$ cat config.mk
export PLATFORM = sky130hd
export DESIGN_NAME = seven_segment_decoder
export DESIGN_NICKNAME = d
export VERILOG_FILES = /design/src/rtl/seven_seg_pkg.sv /design/src/rtl/seg7_to_bcd.sv /design/src/rtl/seven_segment_decoder.sv
export SDC_FILE = /design/constraint.sdc
export NUM_CORES = 1
export LEC_CHECK = 0
export CORE_ASPECT_RATIO = 1.5
export CORE_UTILIZATION = 25
export CTS_BUF_LIST = sky130_fd_sc_hd__clkbuf_4 sky130_fd_sc_hd__clkbuf_8
export DETAILED_ROUTE_END_ITERATION = 8
export PLACE_DENSITY = 0.4
export SETUP_SLACK_MARGIN = 0.15
export SLEW_MARGIN = 20
export SYNTH_ARGS = -nofsm -noshare
export SYNTH_HDL_FRONTEND = slang
export SYNTH_SLANG_ARGS = --single-unit
$ cat constraint.sdc
create_clock -name clk -period 2.72 [get_ports clk]
set_input_delay 0.408 -clock clk [delete_from_list [all_inputs] [get_ports clk]]
set_output_delay 0.408 -clock clk [all_outputs]
set_load 0.005 [all_outputs]
$ cat src/rtl/seven_seg_pkg.sv
// Shared constants for the seven-segment receive path: active-low segment
// patterns in {a,b,c,d,e,f,g} order, FSM state codes and anode helpers.
package seven_seg_pkg;

    localparam logic [6:0] SEG_0     = 7'b0000001;
    localparam logic [6:0] SEG_1     = 7'b1001111;
    localparam logic [6:0] SEG_2     = 7'b0010010;
    localparam logic [6:0] SEG_3     = 7'b0000110;
    localparam logic [6:0] SEG_4     = 7'b1001100;
    localparam logic [6:0] SEG_5     = 7'b0100100;
    localparam logic [6:0] SEG_6     = 7'b0100000;
    localparam logic [6:0] SEG_7     = 7'b0001111;
    localparam logic [6:0] SEG_8     = 7'b0000000;
    localparam logic [6:0] SEG_9     = 7'b0000100;
    localparam logic [6:0] SEG_BLANK = 7'b1111111;

    localparam logic [1:0] IDLE   = 2'd0;
    localparam logic [1:0] SETTLE = 2'd1;
    localparam logic [1:0] HELD   = 2'd2;

    // Position of the (single) low anode bit; only meaningful when one-hot-low.
    function automatic logic [1:0] onehot_low_index(input logic [3:0] an);
        logic [1:0] idx;
        idx = 2'd0;
        for (int i = 0; i < 4; i++) begin
            if (!an[i]) idx = 2'(i);
        end
        return idx;
    endfunction

    function automatic logic is_onehot_low(input logic [3:0] an);
        return $countones(~an) == 1;
    endfunction

endpackage

$ cat src/rtl/seg7_to_bcd.sv
// Combinational lookup from an active-low segment pattern to a BCD digit,
// flagging legal digits and the all-off blank pattern.
module seg7_to_bcd
    import seven_seg_pkg::*;
(
    input  logic [6:0] seg,
    output logic [3:0] digit,
    output logic       legal,
    output logic       blank
);

    always_comb begin
        digit = 4'hF;
        legal = 1'b1;
        case (seg)
            SEG_0:   digit = 4'd0;
            SEG_1:   digit = 4'd1;
            SEG_2:   digit = 4'd2;
            SEG_3:   digit = 4'd3;
            SEG_4:   digit = 4'd4;
            SEG_5:   digit = 4'd5;
            SEG_6:   digit = 4'd6;
            SEG_7:   digit = 4'd7;
            SEG_8:   digit = 4'd8;
            SEG_9:   digit = 4'd9;
            default: legal = 1'b0;
        endcase
    end

    assign blank = (seg == SEG_BLANK);

endmodule

$ cat src/rtl/seven_segment_decoder.sv
// Display monitor: synchronises the multiplexed anode/cathode pins, waits for
// each digit slot to settle, then publishes per-slot BCD, flags and a 0-99 value.
module seven_segment_decoder
    import seven_seg_pkg::*;
#(
    parameter int         SETTLE_CYCLES  = 16,
    parameter int         TIMEOUT_CYCLES = 200000,
    parameter logic [3:0] DIGIT_MASK     = 4'b1100
) (
    input  logic        clk,
    input  logic        reset,
    input  logic [3:0]  anode,
    input  logic [6:0]  cathode,
    output logic [15:0] bcd,
    output logic [3:0]  digit_valid,
    output logic [3:0]  digit_err,
    output logic [6:0]  value,
    output logic        update,
    output logic        frame_done,
    output logic        stale
);

    localparam int            TW          = $clog2(TIMEOUT_CYCLES);
    localparam logic [15:0]   SETTLE_LAST = 16'(SETTLE_CYCLES - 1);
    localparam logic [15:0]   SETTLE_CAP  = 16'(SETTLE_CYCLES - 2);
    localparam logic [TW-1:0] TO_LAST     = TW'(TIMEOUT_CYCLES - 1);
    localparam logic [TW-1:0] TO_HIT      = TW'(TIMEOUT_CYCLES - 2);

    logic [3:0]    anode_s1, anode_sync;
    logic [6:0]    cathode_s1, cathode_sync;
    logic [10:0]   pins_prev;
    logic [15:0]   stable_cnt;
    logic [TW-1:0] timeout_cnt;
    logic [1:0]    state, state_next;
    logic [3:0]    seen, seen_with;
    logic [1:0]    slot;
    logic          changed, onehot, capture, timeout_hit;
    logic [3:0]    dec_digit;
    logic          dec_legal, dec_blank;

    always_ff @(posedge clk or negedge reset) begin
        if (!reset) begin
            anode_s1     <= '1;
            anode_sync   <= '1;
            cathode_s1   <= '1;
            cathode_sync <= '1;
            pins_prev    <= '1;
        end else begin
            anode_s1     <= anode;
            anode_sync   <= anode_s1;
            cathode_s1   <= cathode;
            cathode_sync <= cathode_s1;
            pins_prev    <= {anode_sync, cathode_sync};
        end
    end

    assign changed   = ({anode_sync, cathode_sync} != pins_prev);
    assign onehot    = is_onehot_low(anode_sync);
    assign slot      = onehot_low_index(anode_sync);
    assign seen_with = seen | (4'b0001 << slot);

    always_ff @(posedge clk or negedge reset) begin
        if (!reset) begin
            stable_cnt <= '0;
        end else if (changed) begin
            stable_cnt <= '0;
        end else if (stable_cnt != SETTLE_LAST) begin
            stable_cnt <= stable_cnt + 16'd1;
        end
    end

    // Capture fires on the edge where the stable count reaches SETTLE_CYCLES-1.
    always_comb begin
        state_next = state;
        capture    = 1'b0;
        case (state)
            IDLE: begin
                if (onehot) state_next = SETTLE;
            end
            SETTLE: begin
                if (!onehot) begin
                    state_next = IDLE;
                end else if (!changed && stable_cnt == SETTLE_CAP) begin
                    capture    = 1'b1;
                    state_next = HELD;
                end
            end
            HELD: begin
                if (changed) state_next = onehot ? SETTLE : IDLE;
            end
            default: state_next = IDLE;
        endcase
    end

    always_ff @(posedge clk or negedge reset) begin
        if (!reset) state <= IDLE;
        else        state <= state_next;
    end

    assign timeout_hit = !capture && (timeout_cnt >= TO_HIT);

    always_ff @(posedge clk or negedge reset) begin
        if (!reset) begin
            timeout_cnt <= '0;
        end else if (capture) begin
            timeout_cnt <= '0;
        end else if (timeout_cnt != TO_LAST) begin
            timeout_cnt <= timeout_cnt + 1'b1;
        end
    end

    seg7_to_bcd u_seg7_to_bcd (
        .seg   (cathode_sync),
        .digit (dec_digit),
        .legal (dec_legal),
        .blank (dec_blank)
    );

    // A completing capture clears the seen set outright, so it never seeds the next frame.
    always_ff @(posedge clk or negedge reset) begin
        if (!reset) begin
            bcd         <= 16'hFFFF;
            digit_valid <= '0;
            digit_err   <= '0;
            update      <= 1'b0;
            frame_done  <= 1'b0;
            stale       <= 1'b1;
            seen        <= '0;
        end else begin
            update     <= capture;
            frame_done <= 1'b0;
            if (capture) begin
                bcd[{slot, 2'b00} +: 4] <= dec_legal ? dec_digit : 4'hF;
                digit_valid[slot]       <= dec_legal;
                digit_err[slot]         <= !dec_legal && !dec_blank;
                stale                   <= 1'b0;
                if ((seen_with & DIGIT_MASK) == DIGIT_MASK) begin
                    frame_done <= 1'b1;
                    seen       <= '0;
                end else begin
                    seen <= seen_with;
                end
            end else if (timeout_hit) begin
                bcd         <= 16'hFFFF;
                digit_valid <= '0;
                stale       <= 1'b1;
                seen        <= '0;
            end
        end
    end

    always_ff @(posedge clk or negedge reset) begin
        if (!reset) begin
            value <= '0;
        end else if (digit_valid[3] && digit_valid[2]) begin
            value <= {3'b000, bcd[15:12]} * 7'd10 + {3'b000, bcd[11:8]};
        end else begin
            value <= '0;
        end
    end

endmodule
After elaboration in Yosys (flattened, before gate mapping)
Cells that the tools add are included.
Widths: inputs -> output; s select.
{ "word_totals": {"latch_bits": 0, "out_inout_bits": 34, "register_bits": 107, "word_cells": 104, "ram_bits": 0, "mem_count": 0, "input_bits": 13, "mem_bits_ro": 0} }
{ "op_classes": {"n_bitwise": 2, "shift": 3, "add_sub_neg": 7, "div_mod_pow": 0, "reduce_logical": 16, "muxes": 35, "n_lt_le_gt_ge": 3, "n_eq_ne": 21, "n_mul": 1} }
{ "op_table": {"columns": ["cell", "count"], "rows": [
  ["$mux 16", 4],
  ["$pmux 4 s10", 1],
  ["$mux 18", 2],
  ["$eq 7x7->1 const B", 3],
  ["$mux 4", 5],
  ["$add 18x1->18 const B", 1],
  ["$ge 18x18->1 const B", 1],
  ["$ne 18x18->1 const B", 1],
  ["$add 16x1->16 const B", 1],
  ["$bwmux 16", 1],
  ["$eq 16x4->1 const B", 1],
  ["$ne 16x4->1 const B", 1],
  ["$shift 4x6->16 const A", 1],
  ["$shiftx 4x6->16", 1],
  ["$eq 7x3->1 const B", 2],
  ["$eq 7x6->1 const B", 2],
  ["$mux 2", 6],
  ["$mux 1", 11],
  ["$ne 11x11->1", 1],
  ["$reduce_or 10->1", 1],
  ["$bwmux 4", 2],
  ["$add 7x4->7", 1],
  ["$eq 7x1->1 const B", 1],
  ["$eq 7x4->1 const B", 1],
  ["24 further kinds", 36]
]} }

Logic depth before layout (Yosys ltp)
Gate-level depths: netlist (run 1).
{ "logic_depth": {"word_depth": 10, "mapped_depth": 11, "depth_no_buf": 10} }

By module
A second synthesis (run 1) with hierarchy kept.
{ "unflattened": {"hier_cells": 435, "area_unflattened_um2": 4867.2} }
{ "modules_own_cells": {"columns": ["mod", "seq_area_each_um2", "cells_per_inst", "area_each_um2", "instances"], "rows": [
  ["seven_segment_decoder", 2690.1, 398, 4643.2, 1],
  ["seg7_to_bcd", 0.0, 37, 224.0, 1]
]} }

Worst setup path before layout (run 1)
OpenSTA, ideal clock, no wires.
{ "synth_path": {"path_kind": "flip-flop to flip-flop", "from": "register anode_sync[1]", "to": "register digit_err[0]", "arrival_time_ps": 2707, "stages_incl_launch_ff": 11, "setup_ps": 128, "path_slack_ps": -115, "n_path_buf": 0, "cell_sequence": "dfstp_2 fa_1 inv_1 ha_1 ha_1 nor3b_1 and3_1 inv_1 nor3_2 nand4_1 mux2_1"} }
{ "synth_via": {"elab_chain_len": 8, "elab_cells_between_ends": 19} }
{ "synth_lines": {"columns": ["element", "line_no", "rtl"], "rows": [
  ["start: declaration", "seven_segment_decoder.sv:29", "logic [3:0] anode_s1, anode_sync;"],
  ["start signal: assignment", "seven_segment_decoder.sv:50", "anode_sync <= anode_s1;"],
  ["$mux 1", "seven_seg_pkg.sv:26", "if (!an[i]) idx = 2'(i);"],
  ["$mux 2 (2 in series)", "seven_seg_pkg.sv:26", null],
  ["$lt 2x3->1 (implied by the code) or $ge 2x1->1 (tied branches)", "seven_segment_decoder.sv:135", "digit_err[slot] <= !dec_legal && !dec_blank;"],
  ["$logic_and 1x1->1", "seven_segment_decoder.sv:135", null],
  ["$mux 1 (implied by the code)", "seven_segment_decoder.sv:135", null],
  ["$demux 1 s2", "seven_segment_decoder.sv:135", null],
  ["$bwmux 4", "seven_segment_decoder.sv:135", null],
  ["end signal: indexed assignment", "seven_segment_decoder.sv:135", null],
  ["end: declaration", "seven_segment_decoder.sv:16", "output logic [3:0] digit_err,"]
]} }
Parallel ways exist; a longest one is shown, timed or not.
A chain may end at the register's enable or synchronous reset.

Final worst setup path (run 1)
{ "layout_path": {"from": "register anode_sync[3]", "to": "register digit_valid[2]"} }
{ "layout_via": {"elab_chain_len": 9, "elab_cells_between_ends": 21} }
{ "layout_lines": {"columns": ["element", "line_no", "rtl"], "rows": [
  ["$not 4->4 or $ne 11x11->1 (tied branches)", "seven_seg_pkg.sv:32, seven_segment_decoder.sv:57", null],
  ["$add 1x1->2 (implied by the code) or $logic_not 1->1 (tied branches)", "seven_seg_pkg.sv:32, seven_segment_decoder.sv:83", null],
  ["$add 2x2->3 (implied by the code) or $logic_and 1x1->1 (tied branches)", "seven_seg_pkg.sv:32, seven_segment_decoder.sv:83", null],
  ["$eq 3x1->1 or $mux 1 (tied branches)", "seven_seg_pkg.sv:32, seven_segment_decoder.sv:83", null],
  ["$mux 1", "seven_segment_decoder.sv:81", "if (!onehot) begin"],
  ["$mux 1", "seven_segment_decoder.sv:76", "case (state)"],
  ["$logic_not 1->1", "seven_segment_decoder.sv:100", "assign timeout_hit = !capture && (timeout_cnt >= TO_HIT);"],
  ["$logic_and 1x1->1", "seven_segment_decoder.sv:100", null],
  ["$reduce_bool 2->1 (no source line)", null, null],
  ["end signal: indexed assignment", "seven_segment_decoder.sv:134", "digit_valid[slot] <= dec_legal;"],
  ["end: declaration", "seven_segment_decoder.sv:15", "output logic [3:0] digit_valid,"]
]} }
Parallel ways exist; a longest one is shown, timed or not.

==> results of run 1 <==
layout make-up:
type	instances	area [µm²]	area share (%)
flip-flops and latches	105	2690	43.4
multi-input cells	290	2140	34.5
repair buffers	82	788	12.7
well taps	252	315	5.09
clock buffers	10	131	2.12
inverters	19	86.3	1.39
clock inverters	6	51.3	0.828
power breakdown:
| group | internal, W | leakage, nW | total, W | switching [W] |
|---|---|---|---|---|
| Clock | 0.000359 | 0.0966 | 0.000941 | 0.000582 |
| Combinational | 0.0000700 | 1.14 | 0.000166 | 0.0000955 |
| Sequential | 0.00161 | 1.28 | 0.00163 | 0.0000246 |
| Total | 0.00204 | 2.51 | 0.00274 | 0.000702 |
routing by layer:
layer | up-vias | wire length, µm | global-route usage, %
li1 | 1667 | - | -
met4 | 0 | 164 | 4.69
met1 | 1722 | 4900 | 14.3
met5 | - | 0 | 0
met3 | 10 | 332 | 2.70
met2 | 51 | 6090 | 22.4
synth_stat cells, types with 7 or more instances:
cell       n  area (µm²)
buf_2      7        35.0
and3_1     8        50.1
nand2_1   27         101
o22a_1    12         105
a21oi_1   14        70.1
nor3_1     9        45.0
xor2_1    25         219
o21ai_0   13        65.1
inv_1     18        67.6
nand4_1   17         106
dfrtp_1   55        1380
xnor2_1   15         131
or3_1      7        43.8
ha_1      12         150
nor2_1    47         176
dfstp_2   50        1310
nor4_1    10        62.6
nand3_1   10        50.1
clkbuf_1   7        26.3
worst register-to-register path: cells and delay by family (launching register included):
family / cells / cell delay, ps
adders and majority gates: 3 / 760
and+or+nand+nor: 3 / 580
DFF: 1 / 550
buffers and inverters: 3 / 390
AOI/OAI and AO/OA: 2 / 380
cells by family (layout without fill, tap and decap cells):
| logic type | Yosys count | count (layout) |
|---|---|---|
| AO/OA/AOI/OAI | 66 | 66 |
| buffers and inverters | 36 | 117 |
| multiplexers | 5 | 5 |
| adder cells (fa/ha/maj) | 15 | 15 |
| flip-flops | 105 | 105 |
| XOR/XNOR | 40 | 40 |
| AND/OR/NAND/NOR | 164 | 164 |
sequential cells by signal (all words and copies together), names as in the netlist, 4 cells and up:
signal	cells
timeout_cnt	18
cathode_sync	7
anode_s1	4
value	7
stable_cnt	16
digit_err	4
bcd	16
cathode_s1	7
pins_prev	11
digit_valid	4
anode_sync	4
what timing repair did:
item	in CTS	in global routing
setup buffers	7	2
pin swaps	12	7
endpoints found under the setup margin	43	47
gates resized for setup	18	27
how the worst max path moves through the flow:
stage,startpoint,end,slack (ps),cells past startpoint
after floorplan,anode_sync[3],digit_err[0],40,10
after global placement,anode_sync[1],digit_err[1],-2,10
after detailed placement,anode_sync[1],digit_err[2],-30,11
after CTS,anode_sync[0],digit_err[2],8,11
after global routing,anode_sync[3],digit_valid[2],-130,11
final,anode_sync[3],digit_valid[2],-10,11
through the flow:
step | worst slack [ps] | TNS, ps | std cells | hold WS, ps | power [W]
floorplan | 39.2 | 0 | 431 | 112 | 0.00173
global placement | -2.41 | -2.41 | 739 | 347 | 0.00181
detailed placement | -25.7 | -108 | 739 | 347 | 0.00181
CTS | 8.40 | 0 | 762 | 19.8 | 0.00279
global route | -131 | -2260 | 764 | 31.2 | 0.00288
finish | -13.3 | -18.2 | 764 | 3.66 | 0.00274
==> impl_metrics.prom, run 1 <==
# TYPE chip_impl_metric gauge
chip_impl_metric{name="ctsLongestPathBuffers",unit=""} 2
chip_impl_info{name="worst_min_delay_path_category",value="in -> async"} 1
chip_impl_metric{name="drc_errors",unit=""} 0
chip_impl_metric{name="routed_wl",unit="µm"} 11500
chip_impl_metric{name="first_pass_grt_wire_length",unit="µm"} 18500
chip_impl_metric{name="die_h",unit="µm"} 172
chip_impl_metric{name="worst_pin_slew",unit="ps"} 598
chip_impl_metric{name="period_needed",unit="ps"} 2730
chip_impl_info{name="slowest_stage",value="dfstp_2"} 1
chip_impl_metric{name="cp.arrival",unit="ps"} 3040
chip_impl_metric{name="number_of_slew_limit_violations_in_the_final_report",unit=""} 0
chip_impl_info{name="timing.rr.start",value="anode_sync[3]"} 1
chip_impl_metric{name="clkSlewWorstSetupHoldPaths",unit="ps"} 110
chip_impl_metric{name="synthesis_to_finish_area_growth",unit="%"} 28.6
chip_impl_metric{name="yosysSeqAreaShare",unit="%"} 55.8
chip_impl_metric{name="post_dp_cell_area",unit="µm²"} 5740
chip_impl_info{name="grt_setup_unrepaired",value="true"} 1
chip_impl_metric{name="avgViaCountPerCell",unit=""} 4.52
chip_impl_info{name="outcome",value="finished with violations"} 1
chip_impl_metric{name="synth_xor_xnor_area_share",unit="%"} 7.27
chip_impl_metric{name="postLayoutSetupSlackWorst",unit="ps"} -13.3
chip_impl_metric{name="initial_utilization",unit="%"} 25.8
chip_impl_metric{name="number_of_top_level_pins",unit=""} 47
chip_impl_metric{name="finalInstanceArea",unit="µm²"} 6200
chip_impl_metric{name="synth-simple-area-share",unit="%"} 18.2
chip_impl_metric{name="r2r.worst_path.cells",unit=""} 11
chip_impl_metric{name="detail_route.iter0.violations",unit=""} 163
chip_impl_metric{name="dieArea",unit="µm²"} 19800
chip_impl_metric{name="regToRegSetupSlack",unit="ps"} -10
chip_impl_info{name="crit_path_start_kind",value="flop"} 1
chip_impl_metric{name="route.vias.total",unit=""} 3450
chip_impl_metric{name="num_rows",unit=""} 61
chip_impl_info{name="violations",value="setup timing"} 1
chip_impl_metric{name="synth_area",unit="µm²"} 4820
chip_impl_metric{name="nNetsFinal",unit=""} 535
chip_impl_metric{name="syn-mean-instance-area",unit="µm²"} 11.2
chip_impl_metric{name="arithmetic_cell_share_of_the_synthesized_area_counting_full_adders_half_adders_and_majority_gates",unit="%"} 4.36
chip_impl_metric{name="route.detailed.wl_per_inst",unit="µm"} 15.0
chip_impl_metric{name="utilization",unit="%"} 33.1
chip_impl_metric{name="instance_count_of_the_mapped_netlist",unit=""} 431
chip_impl_info{name="critPathCaptureType",value="flop"} 1
chip_impl_metric{name="grt_usage",unit="%"} 12.5
chip_impl_metric{name="ys_types",unit=""} 57
chip_impl_info{name="timing.setup.critical_path_class",value="reg -> reg"} 1
chip_impl_metric{name="grt_max_degree",unit=""} 61
chip_impl_metric{name="ys_ff_latch",unit=""} 105
chip_impl_metric{name="drive_above_1_share",unit="%"} 27.7
chip_impl_metric{name="p_per_area",unit="nW/µm²"} 442
chip_impl_info{name="mostFrequentLayoutCell",value="dfrtp_1"} 1
chip_impl_info{name="most_frequent_cells_in_the_layout",value="55 x dfrtp_1, 50 x dfstp_2, 45 x clkdlybuf4s50_1"} 1
chip_impl_metric{name="ctsHoldBuffers",unit=""} 0
chip_impl_metric{name="dr.pass1.iters",unit=""} 4
chip_impl_info{name="clock-root-buffer",value="clkbuf_8"} 1
chip_impl_metric{name="yosys_warnings",unit=""} 0
chip_impl_metric{name="layout.filler_cells",unit=""} 1891
chip_impl_info{name="synth_top_family_by_area",value="simple AND/OR/NAND/NOR gates"} 1
chip_impl_metric{name="clock_sinks",unit=""} 105
chip_impl_metric{name="place_congestion",unit=""} 0.757
chip_impl_metric{name="achievable-frequency",unit="GHz"} 0.366
chip_impl_info{name="worst_path_most_repeated_cell",value="ha_4"} 1
chip_impl_metric{name="cp.required",unit="ps"} 3030
chip_impl_info{name="critical-path-top-delay-family",value="adder cells"} 1
chip_impl_metric{name="hpwlAfterDp",unit="µm"} 8080
chip_impl_metric{name="maxCapViolCount",unit=""} 0
chip_impl_metric{name="worstPathMaxFanout",unit=""} 9
chip_impl_metric{name="setup_violations",unit=""} 2
chip_impl_metric{name="clock_skew",unit="ps"} 20.6
chip_impl_metric{name="die_w",unit="µm"} 115
chip_impl_metric{name="grt-ovfl-total",unit=""} 0
chip_impl_metric{name="grt_antenna_before_repair",unit=""} 0
chip_impl_metric{name="peakVddDrop",unit="µV"} 193
chip_impl_metric{name="coreArea",unit="µm²"} 18700
chip_impl_metric{name="cts-buffers-inserted",unit=""} 9
chip_impl_metric{name="route.antenna.remaining_nets",unit=""} 0
chip_impl_info{name="timing.critical_path.cells",value="fa_1 > inv_2 > ha_4 > ha_4 > nor3b_4 > and3_4 > buf_4 > nand4_1 > buf_6 > a211o_1 > o21ai_1"} 1
chip_impl_metric{name="postSynth.asyncResetShare",unit="%"} 100
chip_impl_metric{name="vias_in_the_first_global_route",unit=""} 3504
chip_impl_metric{name="n_antenna_cell",unit=""} 0
chip_impl_metric{name="cts_htree_levels",unit=""} 3
chip_impl_info{name="critical_path.reg2reg.endpoint",value="digit_valid[2]"} 1
chip_impl_metric{name="postSynthNetCount",unit=""} 459
chip_impl_info{name="synth_flop_cell",value="dfrtp_1"} 1
chip_impl_metric{name="worst-path-buf-inv",unit=""} 3
chip_impl_metric{name="min_period_over_period",unit="%"} 100
chip_impl_metric{name="slew-limit-headroom",unit="%"} 60.1
chip_impl_metric{name="delay_contributed_by_the_slowest_stage_of_the_critical_path",unit="ps"} 550
chip_impl_metric{name="synth_enable_flop_cells",unit=""} 0
chip_impl_metric{name="placement.io_buffers",unit=""} 46
chip_impl_metric{name="synth-compound-area-share",unit="%"} 10.0
chip_impl_metric{name="clkLatencyLatePin",unit="ps"} 400
chip_impl_info{name="cts_tree",value="done"} 1
chip_impl_metric{name="hold_violations",unit=""} 0
chip_impl_metric{name="leakagePower",unit="nW"} 2.51
chip_impl_metric{name="fraction_of_synthesized_area_in_multiplexers",unit="%"} 1.14
No activity file was read; power rests on OpenSTA's default activity.
==> run 2: changes to the inputs <==
RECOVER_POWER = 25   (was default)
==> run 2 against run 1 <==
The run ends with capacitance limit, slew limit, setup timing left. Combinational power about the same. Wire length about the same. Cell area hardly changed. Core utilization about the same. Critical path type unchanged. Largest power group unchanged. Highest routed layer unchanged.
==> impl_metrics.prom, run 2 (same netlist as run 1, synthesis figures left out) <==
# TYPE chip_impl_metric gauge
chip_impl_info{name="outcome",value="finished with violations"} 1
chip_impl_info{name="violations",value="capacitance limit, slew limit, setup timing"} 1
chip_impl_metric{name="regToRegSetupSlack",unit="ps"} -10
chip_impl_metric{name="min_period_over_period",unit="%"} 100
chip_impl_metric{name="nNetsFinal",unit=""} 535
chip_impl_metric{name="layout.filler_cells",unit=""} 1893
chip_impl_info{name="critical_path.reg2reg.endpoint",value="digit_valid[2]"} 1
chip_impl_metric{name="die_w",unit="µm"} 115
chip_impl_info{name="worst_hold_path.endpoint",value="anode_sync[1]"} 1
chip_impl_metric{name="route.vias.total",unit=""} 3450
chip_impl_metric{name="maxCapViolCount",unit=""} 1
chip_impl_metric{name="number_of_top_level_pins",unit=""} 47
chip_impl_metric{name="ctsLongestPathBuffers",unit=""} 2
chip_impl_metric{name="detail_route.iter0.violations",unit=""} 163
chip_impl_info{name="mostFrequentLayoutCell",value="dfrtp_1"} 1
chip_impl_metric{name="setup_violations",unit=""} 2
chip_impl_metric{name="largest_register_ffs",unit=""} 18
chip_impl_metric{name="hold_violations",unit=""} 0
chip_impl_metric{name="coreArea",unit="µm²"} 18700
chip_impl_info{name="timing.rr.start",value="anode_sync[3]"} 1
chip_impl_metric{name="grt_antenna_before_repair",unit=""} 0
chip_impl_info{name="crit_path_start_kind",value="flop"} 1
chip_impl_metric{name="grt-ovfl-total",unit=""} 0
chip_impl_info{name="max_flop_register",value="timeout_cnt"} 1
chip_impl_metric{name="period_needed",unit="ps"} 2730
chip_impl_info{name="clock-root-buffer",value="clkbuf_8"} 1
chip_impl_info{name="cts_tree",value="done"} 1
chip_impl_metric{name="place_congestion",unit=""} 0.757
chip_impl_metric{name="delay_contributed_by_the_slowest_stage_of_the_critical_path",unit="ps"} 550
chip_impl_info{name="largestRegisters",value="timeout_cnt: 18 flops, bcd: 16 flops, stable_cnt: 16 flops"} 1
chip_impl_metric{name="slew-limit-headroom",unit="%"} -67.4
chip_impl_metric{name="ctsHoldBuffers",unit=""} 0
chip_impl_metric{name="leakagePower",unit="nW"} 2.51
chip_impl_info{name="most_frequent_cells_in_the_layout",value="55 x dfrtp_1, 50 x dfstp_2, 42 x nor2_1"} 1
chip_impl_metric{name="die_h",unit="µm"} 172
chip_impl_metric{name="worst-path-buf-inv",unit=""} 3
chip_impl_metric{name="cp.required",unit="ps"} 3030
chip_impl_metric{name="vias_in_the_first_global_route",unit=""} 3504
chip_impl_metric{name="num_rows",unit=""} 61
chip_impl_metric{name="first_pass_grt_wire_length",unit="µm"} 18500
chip_impl_metric{name="route.detailed.wl_per_inst",unit="µm"} 15.0
chip_impl_metric{name="number_of_slew_limit_violations_in_the_final_report",unit=""} 46
chip_impl_info{name="timing.critical_path.cells",value="fa_1 > inv_2 > ha_4 > ha_4 > nor3b_4 > and3_4 > buf_4 > nand4_1 > buf_6 > a211o_1 > o21ai_1"} 1
chip_impl_metric{name="postLayoutSetupSlackWorst",unit="ps"} -13.3
chip_impl_metric{name="grt_max_degree",unit=""} 61
chip_impl_metric{name="initial_utilization",unit="%"} 25.8
chip_impl_metric{name="cp.arrival",unit="ps"} 3040
chip_impl_metric{name="clock_sinks",unit=""} 105
chip_impl_metric{name="grt_usage",unit="%"} 12.5
chip_impl_metric{name="clkLatencyLatePin",unit="ps"} 400
chip_impl_metric{name="finalNonFillerCells",unit=""} 764
chip_impl_metric{name="peakVddDrop",unit="µV"} 193
chip_impl_metric{name="n_antenna_cell",unit=""} 0
chip_impl_metric{name="routed_wl",unit="µm"} 11500
chip_impl_metric{name="dieArea",unit="µm²"} 19800
chip_impl_metric{name="cts-buffers-inserted",unit=""} 9
chip_impl_metric{name="route.antenna.remaining_nets",unit=""} 0
chip_impl_metric{name="clock_skew",unit="ps"} 20.6
chip_impl_metric{name="hold_ws",unit="ps"} 360
chip_impl_info{name="grt_setup_unrepaired",value="true"} 1
chip_impl_info{name="slowest_stage",value="dfstp_2"} 1
chip_impl_metric{name="worstPathMaxFanout",unit=""} 9
chip_impl_metric{name="drive_above_1_share",unit="%"} 27.5
chip_impl_info{name="critPathCaptureType",value="flop"} 1
chip_impl_info{name="critical-path-top-delay-family",value="adder cells"} 1
chip_impl_metric{name="worst_pin_slew",unit="ps"} 2510
chip_impl_metric{name="clkSlewWorstSetupHoldPaths",unit="ps"} 100
chip_impl_metric{name="achievable-frequency",unit="GHz"} 0.366
chip_impl_metric{name="area_taken_by_multi_input_logic_gates",unit="µm²"} 2140
chip_impl_info{name="worst_min_delay_path_category",value="reg -> reg"} 1
chip_impl_metric{name="synthesis_to_finish_area_growth",unit="%"} 28.6
chip_impl_metric{name="placement.io_buffers",unit=""} 46
chip_impl_metric{name="r2r.worst_path.cells",unit=""} 11
chip_impl_metric{name="drc_errors",unit=""} 0
chip_impl_info{name="start_point_of_the_worst_hold_path",value="anode_s1[1]"} 1
chip_impl_metric{name="place_inst",unit=""} 739
chip_impl_metric{name="cts_htree_levels",unit=""} 3
chip_impl_metric{name="register_area",unit="µm²"} 2690
chip_impl_info{name="worst_path_most_repeated_cell",value="ha_4"} 1
chip_impl_metric{name="p_per_area",unit="nW/µm²"} 442
chip_impl_metric{name="dr.pass1.iters",unit=""} 4
chip_impl_metric{name="hpwlAfterDp",unit="µm"} 8080
chip_impl_metric{name="worst_hold_path.num_cells",unit=""} 0
chip_impl_metric{name="avgViaCountPerCell",unit=""} 4.52
chip_impl_info{name="timing.setup.critical_path_class",value="reg -> reg"} 1
## run 2: changes by cell type in the layout (fill, tap and decap cells not counted), sizes merged
cell,previous run,this run
clkdlybuf4s50,45,36
clkbuf,10,11
buf,37,36
dlygate4sd3,0,9
## run 2: how the worst max path moves through the flow
| stage | from | endpoint | depth (start not counted) |
|---|---|---|---|
| 2_1_floorplan | anode_sync[3] | digit_err[0] | 10 |
| 3_3_place_gp | anode_sync[1] | digit_err[1] | 10 |
| 3_5_place_dp | anode_sync[1] | digit_err[2] | 11 |
| 4_1_cts | anode_sync[0] | digit_err[2] | 11 |
| 5_1_grt | anode_sync[3] | digit_valid[2] | 11 |
| 6_report | anode_sync[3] | digit_valid[2] | 11 |
## run 2: stage by stage
stage	worst slack, ps	total power (W)	utilization [%]	setup TNS (ps)	instance area (µm²)
after floorplan	39.2	0.00173	-	0	4830
after global placement	-2.41	0.00181	30.7	-2.41	5740
after detailed placement	-25.7	0.00181	30.7	-108	5740
after CTS	8.40	0.00279	32.5	0	6070
after global routing	-131	0.00288	33.1	-2800	6190
final	-13.3	0.00274	33.1	-18.2	6190
## run 2: layer usage
metal | GRT usage [%] | wire (µm)
met1 | 14.3 | 4900
met2 | 22.4 | 6090
met3 | 2.70 | 334
met4 | 4.69 | 164
met5 | 0 | 0
## run 2: power breakdown
group | internal [W] | total [W] | switching, W
combinational | 0.0000671 | 0.000163 | 0.0000956
sequential | 0.00161 | 0.00163 | 0.0000246
clock | 0.000359 | 0.000941 | 0.000582
## run 2: cell type report
type	instances	area share, %
clock buffer	10	2.12
timing repair buffer	82	12.7
clock inverter	6	0.828
multi-input combinational	290	34.5
inverter	19	1.39
tap	252	5.09
sequential	105	43.4
## run 2: timing repair
item / CTS / global route
gates cloned: 0 / 0
pin swaps: 12 / 7
gates resized for setup: 18 / 27
buffers inserted: 7 / 2
endpoints found under the setup margin: 43 / 47
